===== src/rtl/paritysel_pkg.sv =====
// Shared types and constants for the parity-select round-robin arbiter.
package paritysel_pkg;

  localparam int SLOT_W = 5;

  typedef enum logic {SRC_A = 1'b0, SRC_B = 1'b1} src_e;

  typedef enum logic {ST_EMPTY = 1'b0, ST_FULL = 1'b1} ost_e;

  // Builds the mux select: upper slot bits pass through, the LSB is
  // replaced by the grant so its parity picks the source.
  function automatic logic [SLOT_W-1:0] slot_sel(input logic [SLOT_W-1:0] slot_v,
                                                 input logic              grant_is_b);
    return {slot_v[SLOT_W-1:1], grant_is_b};
  endfunction

endpackage


===== src/rtl/Param_paritysel_mux.sv =====
// Two-input datapath mux steered by the parity (LSB) of the select word:
// even selects data_a, odd selects data_b.
module Param_paritysel_mux #(
  parameter int WIDTH = 8,
  parameter int SEL_W = 5
) (
  input  logic [SEL_W-1:0] sel,
  input  logic [WIDTH-1:0] data_a,
  input  logic [WIDTH-1:0] data_b,
  output logic [WIDTH-1:0] data_o
);

  // Upper select bits carry slot history only; they do not steer the data.
  logic unused_sel_s;
  assign unused_sel_s = ^sel[SEL_W-1:1];

  // Parity-steered selection between the two payloads.
  always_comb begin
    if (sel[0]) begin
      data_o = data_b;
    end else begin
      data_o = data_a;
    end
  end

endmodule


===== src/rtl/paritysel_arbiter.sv =====
// Two-source work-conserving round-robin arbiter with a single registered
// output stage, a 5-bit slot counter steering preference, and saturating
// per-source grant counters.
module paritysel_arbiter
  import paritysel_pkg::*;
#(
  parameter int WIDTH = 8,
  parameter int CNT_W = 16
) (
  input  logic              clk,
  input  logic              rst_n,
  input  logic              a_valid,
  input  logic [WIDTH-1:0]  a_data,
  output logic              a_ready,
  input  logic              b_valid,
  input  logic [WIDTH-1:0]  b_data,
  output logic              b_ready,
  output logic              out_valid,
  output logic [WIDTH-1:0]  out_data,
  output logic              out_src,
  input  logic              out_ready,
  output logic [SLOT_W-1:0] slot,
  input  logic              cnt_clr,
  output logic [CNT_W-1:0]  cnt_a,
  output logic [CNT_W-1:0]  cnt_b
);

  localparam logic [CNT_W-1:0] CNT_MAX = {CNT_W{1'b1}};

  ost_e              state_q, state_d;
  logic [WIDTH-1:0]  data_q, data_d;
  src_e              src_q, src_d;
  logic [SLOT_W-1:0] slot_q, slot_d;
  logic [CNT_W-1:0]  cnt_a_q, cnt_a_d;
  logic [CNT_W-1:0]  cnt_b_q, cnt_b_d;

  logic              grant_valid_s;
  src_e              grant_src_s;
  logic              can_load_s;
  logic              xfer_s;
  logic              a_xfer_s;
  logic              b_xfer_s;
  logic [SLOT_W-1:0] mux_sel_s;
  logic [WIDTH-1:0]  mux_data_s;

  // Round-robin grant: slot parity names the preferred source, the other
  // source is served whenever the preferred one is idle.
  always_comb begin
    grant_valid_s = 1'b0;
    grant_src_s   = SRC_A;
    if (slot_q[0] == 1'b0) begin
      if (a_valid) begin
        grant_valid_s = 1'b1;
        grant_src_s   = SRC_A;
      end else if (b_valid) begin
        grant_valid_s = 1'b1;
        grant_src_s   = SRC_B;
      end else begin
        grant_valid_s = 1'b0;
        grant_src_s   = SRC_A;
      end
    end else begin
      if (b_valid) begin
        grant_valid_s = 1'b1;
        grant_src_s   = SRC_B;
      end else if (a_valid) begin
        grant_valid_s = 1'b1;
        grant_src_s   = SRC_A;
      end else begin
        grant_valid_s = 1'b0;
        grant_src_s   = SRC_A;
      end
    end
  end

  // Readies are gated by reset so nothing is accepted while it is held.
  assign can_load_s = (state_q == ST_EMPTY) || out_ready;
  assign xfer_s     = rst_n && can_load_s && grant_valid_s;
  assign a_xfer_s   = xfer_s && (grant_src_s == SRC_A);
  assign b_xfer_s   = xfer_s && (grant_src_s == SRC_B);
  assign a_ready    = a_xfer_s;
  assign b_ready    = b_xfer_s;

  assign mux_sel_s = slot_sel(slot_q, grant_src_s == SRC_B);

  Param_paritysel_mux #(
    .WIDTH (WIDTH),
    .SEL_W (SLOT_W)
  ) u_mux (
    .sel    (mux_sel_s),
    .data_a (a_data),
    .data_b (b_data),
    .data_o (mux_data_s)
  );

  // Output stage next state: load on transfer, drain when consumed and idle.
  always_comb begin
    state_d = state_q;
    data_d  = data_q;
    src_d   = src_q;
    case (state_q)
      ST_EMPTY: begin
        if (xfer_s) begin
          state_d = ST_FULL;
          data_d  = mux_data_s;
          src_d   = grant_src_s;
        end else begin
          state_d = ST_EMPTY;
        end
      end
      ST_FULL: begin
        if (xfer_s) begin
          state_d = ST_FULL;
          data_d  = mux_data_s;
          src_d   = grant_src_s;
        end else if (out_ready) begin
          state_d = ST_EMPTY;
        end else begin
          state_d = ST_FULL;
        end
      end
      default: begin
        state_d = ST_EMPTY;
      end
    endcase
  end

  // Slot advances once per accepted word; counters saturate, clear wins.
  always_comb begin
    slot_d  = slot_q;
    cnt_a_d = cnt_a_q;
    cnt_b_d = cnt_b_q;
    if (xfer_s) begin
      slot_d = slot_q + SLOT_W'(1);
    end else begin
      slot_d = slot_q;
    end
    if (cnt_clr) begin
      cnt_a_d = '0;
      cnt_b_d = '0;
    end else begin
      if (a_xfer_s && (cnt_a_q != CNT_MAX)) begin
        cnt_a_d = cnt_a_q + CNT_W'(1);
      end else begin
        cnt_a_d = cnt_a_q;
      end
      if (b_xfer_s && (cnt_b_q != CNT_MAX)) begin
        cnt_b_d = cnt_b_q + CNT_W'(1);
      end else begin
        cnt_b_d = cnt_b_q;
      end
    end
  end

  // Output stage FSM and its registered word/source; reset drops any held word.
  always_ff @(posedge clk) begin
    if (!rst_n) begin
      state_q <= ST_EMPTY;
      data_q  <= '0;
      src_q   <= SRC_A;
    end else begin
      state_q <= state_d;
      data_q  <= data_d;
      src_q   <= src_d;
    end
  end

  // Slot counter and grant statistics registers.
  always_ff @(posedge clk) begin
    if (!rst_n) begin
      slot_q  <= '0;
      cnt_a_q <= '0;
      cnt_b_q <= '0;
    end else begin
      slot_q  <= slot_d;
      cnt_a_q <= cnt_a_d;
      cnt_b_q <= cnt_b_d;
    end
  end

  assign out_valid = (state_q == ST_FULL);
  assign out_data  = data_q;
  assign out_src   = src_q;
  assign slot      = slot_q;
  assign cnt_a     = cnt_a_q;
  assign cnt_b     = cnt_b_q;

endmodule


===== config.mk =====
export PLATFORM = sky130hd
export DESIGN_NAME = paritysel_arbiter
export DESIGN_NICKNAME = d
export VERILOG_FILES = /design/src/rtl/paritysel_pkg.sv /design/src/rtl/Param_paritysel_mux.sv /design/src/rtl/paritysel_arbiter.sv
export SDC_FILE = /design/constraint.sdc
export NUM_CORES = 1
export LEC_CHECK = 0
export BUFFER_PORTS_ARGS = -buffer_cell sky130_fd_sc_hd__buf_2
export CAP_MARGIN = 20
export CORE_MARGIN = 8
export CORE_UTILIZATION = 56
export CTS_CLUSTER_DIAMETER = 100
export CTS_CLUSTER_SIZE = 25
export DETAILED_ROUTE_END_ITERATION = 10
export PLACE_DENSITY = 0.87
export SYNTH_ARGS = -nofsm -noshare
export SYNTH_HDL_FRONTEND = slang
export SYNTH_HIERARCHICAL = 1
export SYNTH_SLANG_ARGS = --single-unit

===== constraint.sdc =====
create_clock -name clk -period 4.2 [get_ports clk]
set_input_delay 0.42 -clock clk [delete_from_list [all_inputs] [get_ports clk]]
set_output_delay 0.42 -clock clk [all_outputs]
set_load 0.02 [all_outputs]

Word level (Yosys, flattened, before mapping)
Cells that the tools add are included. W data, S select, Z words.

Output and inout port bits: 49. Bits in registers: 47. Logic and storage cells: 36. Input port bits: 22.

Add/subtract/negate cells: 3. Mux-type cells: 14. Bitwise logic cells: 3. Reductions and logical operators: 8. Eq/ne operators: 2.

Operator list (number): $add A16 B1 Y16 const B (2); $ne A16 B16 Y1 const B (2); $mux W8 (2); $mux W1 (11); $logic_and A1 B1 Y1 (6); $add A5 B1 Y5 const B (1); $not A1 Y1 (3); $pmux W1 S2 (1); $reduce_or A2 Y1 (1); $logic_or A1 B1 Y1 (1).

Logic depth before layout (Yosys ltp)
Gate-level depths: netlist of run 1.

Depth after elaboration: 6. Gate-level depth with buffers: 6. Gate-level depth less buffers: 5.

Modules after synthesis
Netlist of run 1, hierarchy kept.

By module, submodules not included: paritysel_arbiter (area each 2362.3 sq um, cells an instance 280, instances 1, sequential area each 940.9 sq um); Param_paritysel_mux (area each 131.4 sq um, cells an instance 9, instances 1, sequential area each 0.0 sq um).

Worst setup path before layout of run 1
No wires, ideal clock.

Path kind: register to register. Start point: register cnt_b_q[0], in the netlist cnt_b[0]. End point: register cnt_b_q[15], in the netlist cnt_b[15]. Data arrival time: 1.796 ns. Stages on the path, launching flop included: 6. Data required time: 4.121 ns. Buffers on the path: 0. Slack: 2.325 ns. Cells stage by stage: dfxtp_1 ha_1 nand3_2 or4_4 and4_1 a211oi_2.

Longest elaborated chain between the ends: 2. Elaborated cells between the ends (all ways): 3. Classes of those cells: add/sub (1); eq/ne (1); reduce/logical (1).

Ends and longest elaborated chain: start, declared (RTL line paritysel_arbiter.sv:35) `logic [CNT_W-1:0] cnt_b_q, cnt_b_d;`; start signal, assigned (RTL line paritysel_arbiter.sv:177) `cnt_b_q <= cnt_b_d;`; branches (longest 2 deep; another with $add A16 B1 Y16).

Several ways; the timed one is not identified. A chain may end at the register's enable or synchronous reset.

Worst setup path in the final report of run 1
Start point: register state_q, in the netlist out_valid. End point: output b_ready.

Longest elaborated chain between the ends: 5.

Ends and longest elaborated chain: start, declared (RTL line paritysel_arbiter.sv:30) `ost_e state_q, state_d;`; start signal, assigned (RTL line paritysel_arbiter.sv:162) `state_q <= state_d;`; $not A1 Y1; $logic_or A1 B1 Y1 (RTL line paritysel_arbiter.sv:77) `assign can_load_s = (state_q == ST_EMPTY) || out_ready;`; $logic_and A1 B1 Y1 (2 in a row) (RTL line paritysel_arbiter.sv:78) `assign xfer_s = rst_n && can_load_s && grant_valid_s;`; $logic_and A1 B1 Y1 (RTL line paritysel_arbiter.sv:80) `assign b_xfer_s = xfer_s && (grant_src_s == SRC_B);`; end, declared (RTL line paritysel_arbiter.sv:17) `output logic b_ready,`.

Every way passes these cells.

==> results.ini, run 1 <==
[status]
status=finished, final reports clean

[finish]
regArea_um2=941
fin_cells=407
multiInputGateArea_um2=1420
nNetsFinal=379
n_fill_cell=364
drive_gt1_frac=0.273
antenna_cells=0
area_growth_pct=18.2

[sta]
period_share=0.517
finClkSkew_ns=0.00582
worstMarginPinSlew_ns=0.871
max_freq_mhz=461
relSlewSlack=0.420
fin_hold_ws_ns=0.421
fin_crit_ns=2.17
hold_viol_final=0
tns_ns=0
layout_setup_ws_ns=2.03
rsz0062_at_grt=no
final_max_slew_viol_count=0
setup_viol=0

[floorplan]
core_area_um2=4320
die_area_um2=6840
num_rows=24
die_y_um=82.7
start_util=0.577
io-pin-count=71
die_x_um=82.7

[critical_path]
worstRegToRegCells=4
r2r_slack_ns=2.13
start_kind=flip-flop
r2r_start=out_valid
arrival_ns=1.75
crit_required_ns=3.78
crit_type=flip-flop to output pin
r2r-end=slot[4]
end_kind=output pin
worstPathMaxFanout=22

[power_and_ir_drop]
p_leak_uw=0.00122
vdd_ir_drop_max_uv=187
powerDensity_nw_per_um2=286
pwr-share-clk=0.322
switching_share=0.270
power_frac_seq=0.554
switchingPower_uw=228
p_int_uw=616
comb_power_share=0.125

[synth]
synth_top_flop_cell=dfxtp_1
yosys-top-cells-count=dfxtp_1, nand2_1, a21oi_1, nand3_1
syn_area_um2=2490
yosysTopAreaCellShare=0.377
seq_area_frac_synth=0.377
synth_cells=289
yosys_warnings=6
synth_cell_types=49
synth_edf_count=0
yosysMostFrequentCell=dfxtp_1
ys_async_sr_fraction=0
syn_nets=314
yosys.area.top_type=dfxtp_1
synth_area_leaders=dfxtp_1, mux2_4, o31ai_1
ys_ff_latch=47
avgSynthCellArea_um2=8.63

[drt]
drt_iter0_markers=193
routedWlPerCell_um=16.0
via_per_inst=6.08
first_pass_iters=4
ant_nets=0
drc=0
drt-total-wl_mm=6.51
dr_total_vias=2473

[worst_hold_path]
hp-start=a_valid
hp-class=primary input to flip-flop
min_to=out_valid
whs_path_depth=3

[grt]
globalRouteOverflowTotal=0
grt_pass1_vias=2370
grt_util_met3=0.0628
grt_use_met2=0.318
grt_start_max_net_pins=25
grt_pass1_wl_mm=10.6
track_usage=0.193
antenna_found_initial=0
grt.busiest_layer=met2
grt_use_met1=0.224

[cts]
worstSkewPairLatency_ns=0.30
cts_tree=done
h-tree-depth=2
numCtsBuffers=5
hold_buffers=0
path_clk_slew_ns=0.09
cts.sinks=47
cts_buffer_depth=2
post-cts-setup-buffer-count=0
cts-root-buf=clkbuf_8
cts.repair.resized=0

[placed_design]
hpwl_mm=4.66
post-place-ws_ns=1.89
numPortBuffers=70
globalplace.congestion=0.829
dp_cells=398

[run]
maxCapViolations=0

-- cells in the final DEF (no fill, tap or decap), drive strengths merged, types with 3 or more instances in the layout --
cell type,netlist,final
a21oi,20,20
a31oi,3,3
and4,6,6
buf,8,74
clkbuf,8,6
dfxtp,47,47
ha,3,3
inv,15,15
mux2,8,8
mux2i,10,10
nand2,24,24
nand2b,12,12
nand3,17,17
nand4,16,16
nor2,9,9
nor4,10,10
o21ai,13,13
o31ai,14,14
or3,3,3
or4,14,14
-- final cells by class --
class	count	share of cell area
Clock inverter	2	0.00425
Timing Repair Buffer	74	0.129
Sequential cell	47	0.319
Multi-Input combinational cell	210	0.480
Clock buffer	6	0.0246
Inverter	16	0.0204
Tap cell	52	0.0221
-- flip-flops by register name, summed over array words and instances (netlist names) --
register,cells
cnt_a,16
out_src,1
out_data,8
out_valid,1
cnt_b,16
slot,5
-- how the worst max path moves through the flow --
| stage | from | slack (ns) | cells past startpoint | to |
|---|---|---|---|---|
| floorplan | cnt_b[0] | 2.32 | 5 | cnt_b[15] |
| global placement | out_ready | 2.01 | 5 | slot[3] |
| detailed placement | cnt_b[0] | 1.89 | 5 | cnt_b[9] |
| CTS | cnt_b[0] | 1.86 | 5 | cnt_b[9] |
| global route | out_valid | 1.87 | 5 | b_ready |
| finish | out_valid | 2.03 | 5 | b_ready |
-- power by group through the flow --
| stage | sequential [uW] | combinational, uW | clock, uW |
|---|---|---|---|
| 3_3_place_gp | 476 | 103 | 0 |
| 6_report | 467 | 105 | 272 |
| 2_1_floorplan | 492 | 58.0 | 0 |
| 5_1_grt | 469 | 116 | 294 |
| 4_1_cts | 467 | 106 | 274 |
| 3_5_place_dp | 477 | 106 | 0 |
-- metrics by stage --
| step | cell area (um2) | util | total power, uW |
|---|---|---|---|
| 2_1_floorplan | 2490 | - | 550 |
| 3_3_place_gp | 2850 | 0.660 | 579 |
| 3_5_place_dp | 2850 | 0.660 | 583 |
| 4_1_cts | 2940 | 0.680 | 847 |
| 5_1_grt | 2950 | 0.681 | 879 |
| 6_report | 2950 | 0.681 | 844 |
-- worst max-delay path, cell delays in order (launching register included) --
cell and delay, ns:
dfxtp_1 0.35, nand2b_1 0.18, o2111ai_1 0.17, buf_4 0.27, clkinv_1 0.24, buf_2 0.23
-- per-layer routing --
metal  part of all wire  wire length, um  vias up
met4              0.015               98        0
li1                   -                -     1223
met5                  0                0        -
met1               0.42             2740     1159
met2               0.50             3250       81
met3              0.065              421       10
-- cells by family after synthesis --
group           Yosys count  synth area share
compound gates           64             0.168
xor+xnor                  2           0.00703
fa+ha+maj                 3            0.0151
buf+inv                  32            0.0552
flops                    47             0.377
mux                      18            0.0883
simple gates            123             0.290
No activity file was read; power rests on OpenSTA's default activity.
==> run 2: changes to the inputs <==
--- a/config.mk
+++ b/config.mk
@@ -8,11 +8,11 @@
 export BUFFER_PORTS_ARGS = -buffer_cell sky130_fd_sc_hd__buf_2
 export CAP_MARGIN = 20
 export CORE_MARGIN = 8
-export CORE_UTILIZATION = 56
+export CORE_UTILIZATION = 52
 export CTS_CLUSTER_DIAMETER = 100
 export CTS_CLUSTER_SIZE = 25
 export DETAILED_ROUTE_END_ITERATION = 10
-export PLACE_DENSITY = 0.87
+export PLACE_DENSITY = 0.82
 export SYNTH_ARGS = -nofsm -noshare
 export SYNTH_HDL_FRONTEND = slang
 export SYNTH_HIERARCHICAL = 1
==> constraint.sdc (replaced) <==
create_clock -name clk -period 2.1 [get_ports clk]
set_input_delay 0.21 -clock clk [delete_from_list [all_inputs] [get_ports clk]]
set_output_delay 0.21 -clock clk [all_outputs]
set_load 0.02 [all_outputs]
==> results.ini, run 2 (synthesis results as in run 1) <==
[sta]
final_max_slew_viol_count=0  ; unchanged
setup_viol=0  ; unchanged
max_freq_mhz=520
hold_viol_final=0  ; unchanged
worstMarginPinSlew_ns=0.520  ; was 0.871 ns
tns_ns=0  ; unchanged
rsz0062_at_grt=no  ; unchanged
fin_crit_ns=1.92
finClkSkew_ns=0.00539  ; was 0.00582 ns
relSlewSlack=0.653  ; was 0.420
period_share=0.916
layout_setup_ws_ns=0.176  ; was 2.03 ns

[grt]
grt_pass1_wl_mm=10.4  ; was 10.6 mm
antenna_found_initial=0  ; unchanged
grt_start_max_net_pins=23  ; was 25
track_usage=0.172  ; was 0.193
globalRouteOverflowTotal=0  ; unchanged
grt_pass1_vias=2293  ; was 2370

[power_and_ir_drop]
comb_power_share=0.128  ; was 0.125
p_leak_uw=0.00125  ; was 0.00122 uW
p_int_uw=1230  ; was 616 uW
power_uw=1680  ; was 844 uW
switching_share=0.267  ; was 0.270
power_frac_seq=0.555  ; was 0.554
vdd_ir_drop_max_uv=370  ; was 187 uV
switchingPower_uw=448  ; was 228 uW
powerDensity_nw_per_um2=562  ; was 286 nW/um2
pwr-share-clk=0.317  ; was 0.322

[cts]
h-tree-depth=2  ; unchanged
cts-root-buf=clkbuf_8  ; unchanged
worstSkewPairLatency_ns=0.30  ; about the same
numCtsBuffers=5  ; unchanged
cts.repair.resized=0  ; unchanged
hold_buffers=0  ; unchanged
cts_buffer_depth=2  ; unchanged
cts_tree=done  ; unchanged
cts.sinks=47  ; unchanged
post-cts-setup-buffer-count=0  ; unchanged
path_clk_slew_ns=0.09  ; about the same

[critical_path]
crit_required_ns=1.89  ; was 3.78 ns
worstPathMaxFanout=22  ; unchanged
start_kind=flip-flop  ; unchanged
arrival_ns=1.71  ; was 1.75 ns
end_kind=output pin  ; unchanged
crit_type=flip-flop to output pin  ; unchanged

[worst_hold_path]
hp-class=primary input to flip-flop  ; unchanged

[finish]
n_fill_cell=404  ; was 364
antenna_cells=0  ; unchanged
nNetsFinal=385  ; was 379
design_area_um2=2990  ; was 2950 um2
regArea_um2=941  ; unchanged
drive_gt1_frac=0.286  ; was 0.273
layout_commonest_cell=buf_2  ; unchanged
area_growth_pct=20.0  ; was 18.2%
layout_common_cells=buf_2, dfxtp_1, nand2_1  ; unchanged
multiInputGateArea_um2=1420  ; unchanged

[drt]
drt-total-wl_mm=6.21  ; was 6.51 mm
ant_nets=0  ; unchanged
via_per_inst=5.87  ; was 6.08
first_pass_iters=4  ; unchanged
drt_iter0_markers=128  ; was 193
dr_total_vias=2432  ; was 2473
routedWlPerCell_um=15.0  ; was 16.0 um
drc=0  ; unchanged

[floorplan]
num_rows=25  ; was 24
die_x_um=85.3  ; was 82.7 um
start_util=0.535  ; was 0.577
die_area_um2=7270  ; was 6840 um2
io-pin-count=71  ; unchanged
core_area_um2=4660  ; was 4320 um2
die_y_um=85.3  ; was 82.7 um

[status]
status=finished, final reports clean  ; unchanged

[placed_design]
hpwl_mm=4.70  ; was 4.66 mm
post-place-ws_ns=0.245  ; was 1.89 ns
numPortBuffers=70  ; unchanged
dpl-instance-area_um2=2910  ; was 2850 um2
globalplace.congestion=0.886  ; was 0.829

[run]
maxCapViolations=0  ; unchanged

## run 2: cell type report
class,instances,share of cell area
Multi-Input combinational cell,210,0.473
Sequential cell,47,0.315
Timing Repair Buffer,80,0.142
Clock buffer,5,0.0230
Tap cell,54,0.0226
Inverter,16,0.0201
Clock inverter,2,0.00460
## run 2: power groups by stage
| stage | registers, uW | logic, uW | clock network [uW] |
|---|---|---|---|
| detailed placement | 954 | 218 | 0 |
| CTS | 933 | 218 | 547 |
| global route | 938 | 237 | 579 |
| finish | 933 | 216 | 532 |
| floorplan | 984 | 116 | 0 |
| global placement | 953 | 213 | 0 |
## run 2: worst max-delay path, cell delays in order, from the launching register on
cell       delay (ns)
dfxtp_1          0.34
nand2b_1         0.18
o2111ai_1        0.16
buf_4            0.26
clkinv_1         0.24
buf_2            0.23
## run 2: per-layer routing
| metal | up-vias | global-route usage | part of all wire |
|---|---|---|---|
| met5 | - | 0 | 0 |
| met4 | 0 | 0.0557 | 0.0074 |
| met3 | 4 | 0.0560 | 0.059 |
| met2 | 56 | 0.295 | 0.50 |
| met1 | 1141 | 0.195 | 0.43 |
| li1 | 1231 | - | - |
## run 2: through the flow
| step | utilization | std cells | hold slack (ns) |
|---|---|---|---|
| final | 0.642 | 414 | 0.236 |
| after global routing | 0.642 | 414 | 0.238 |
| after CTS | 0.642 | 414 | 0.228 |
| after detailed placement | 0.624 | 407 | 0.458 |
| after global placement | 0.624 | 407 | 0.451 |
| after floorplan | - | 289 | 0.390 |
## run 2: final timing paths
path          startpoint          end  slack, ns  depth (start not counted)
min reg2reg  out_data[6]  out_data[6]       0.47                          2
max            out_valid      b_ready       0.18                          5
min              a_valid    out_valid       0.24                          3
max reg2reg     cnt_b[0]    cnt_b[15]       0.21                          5
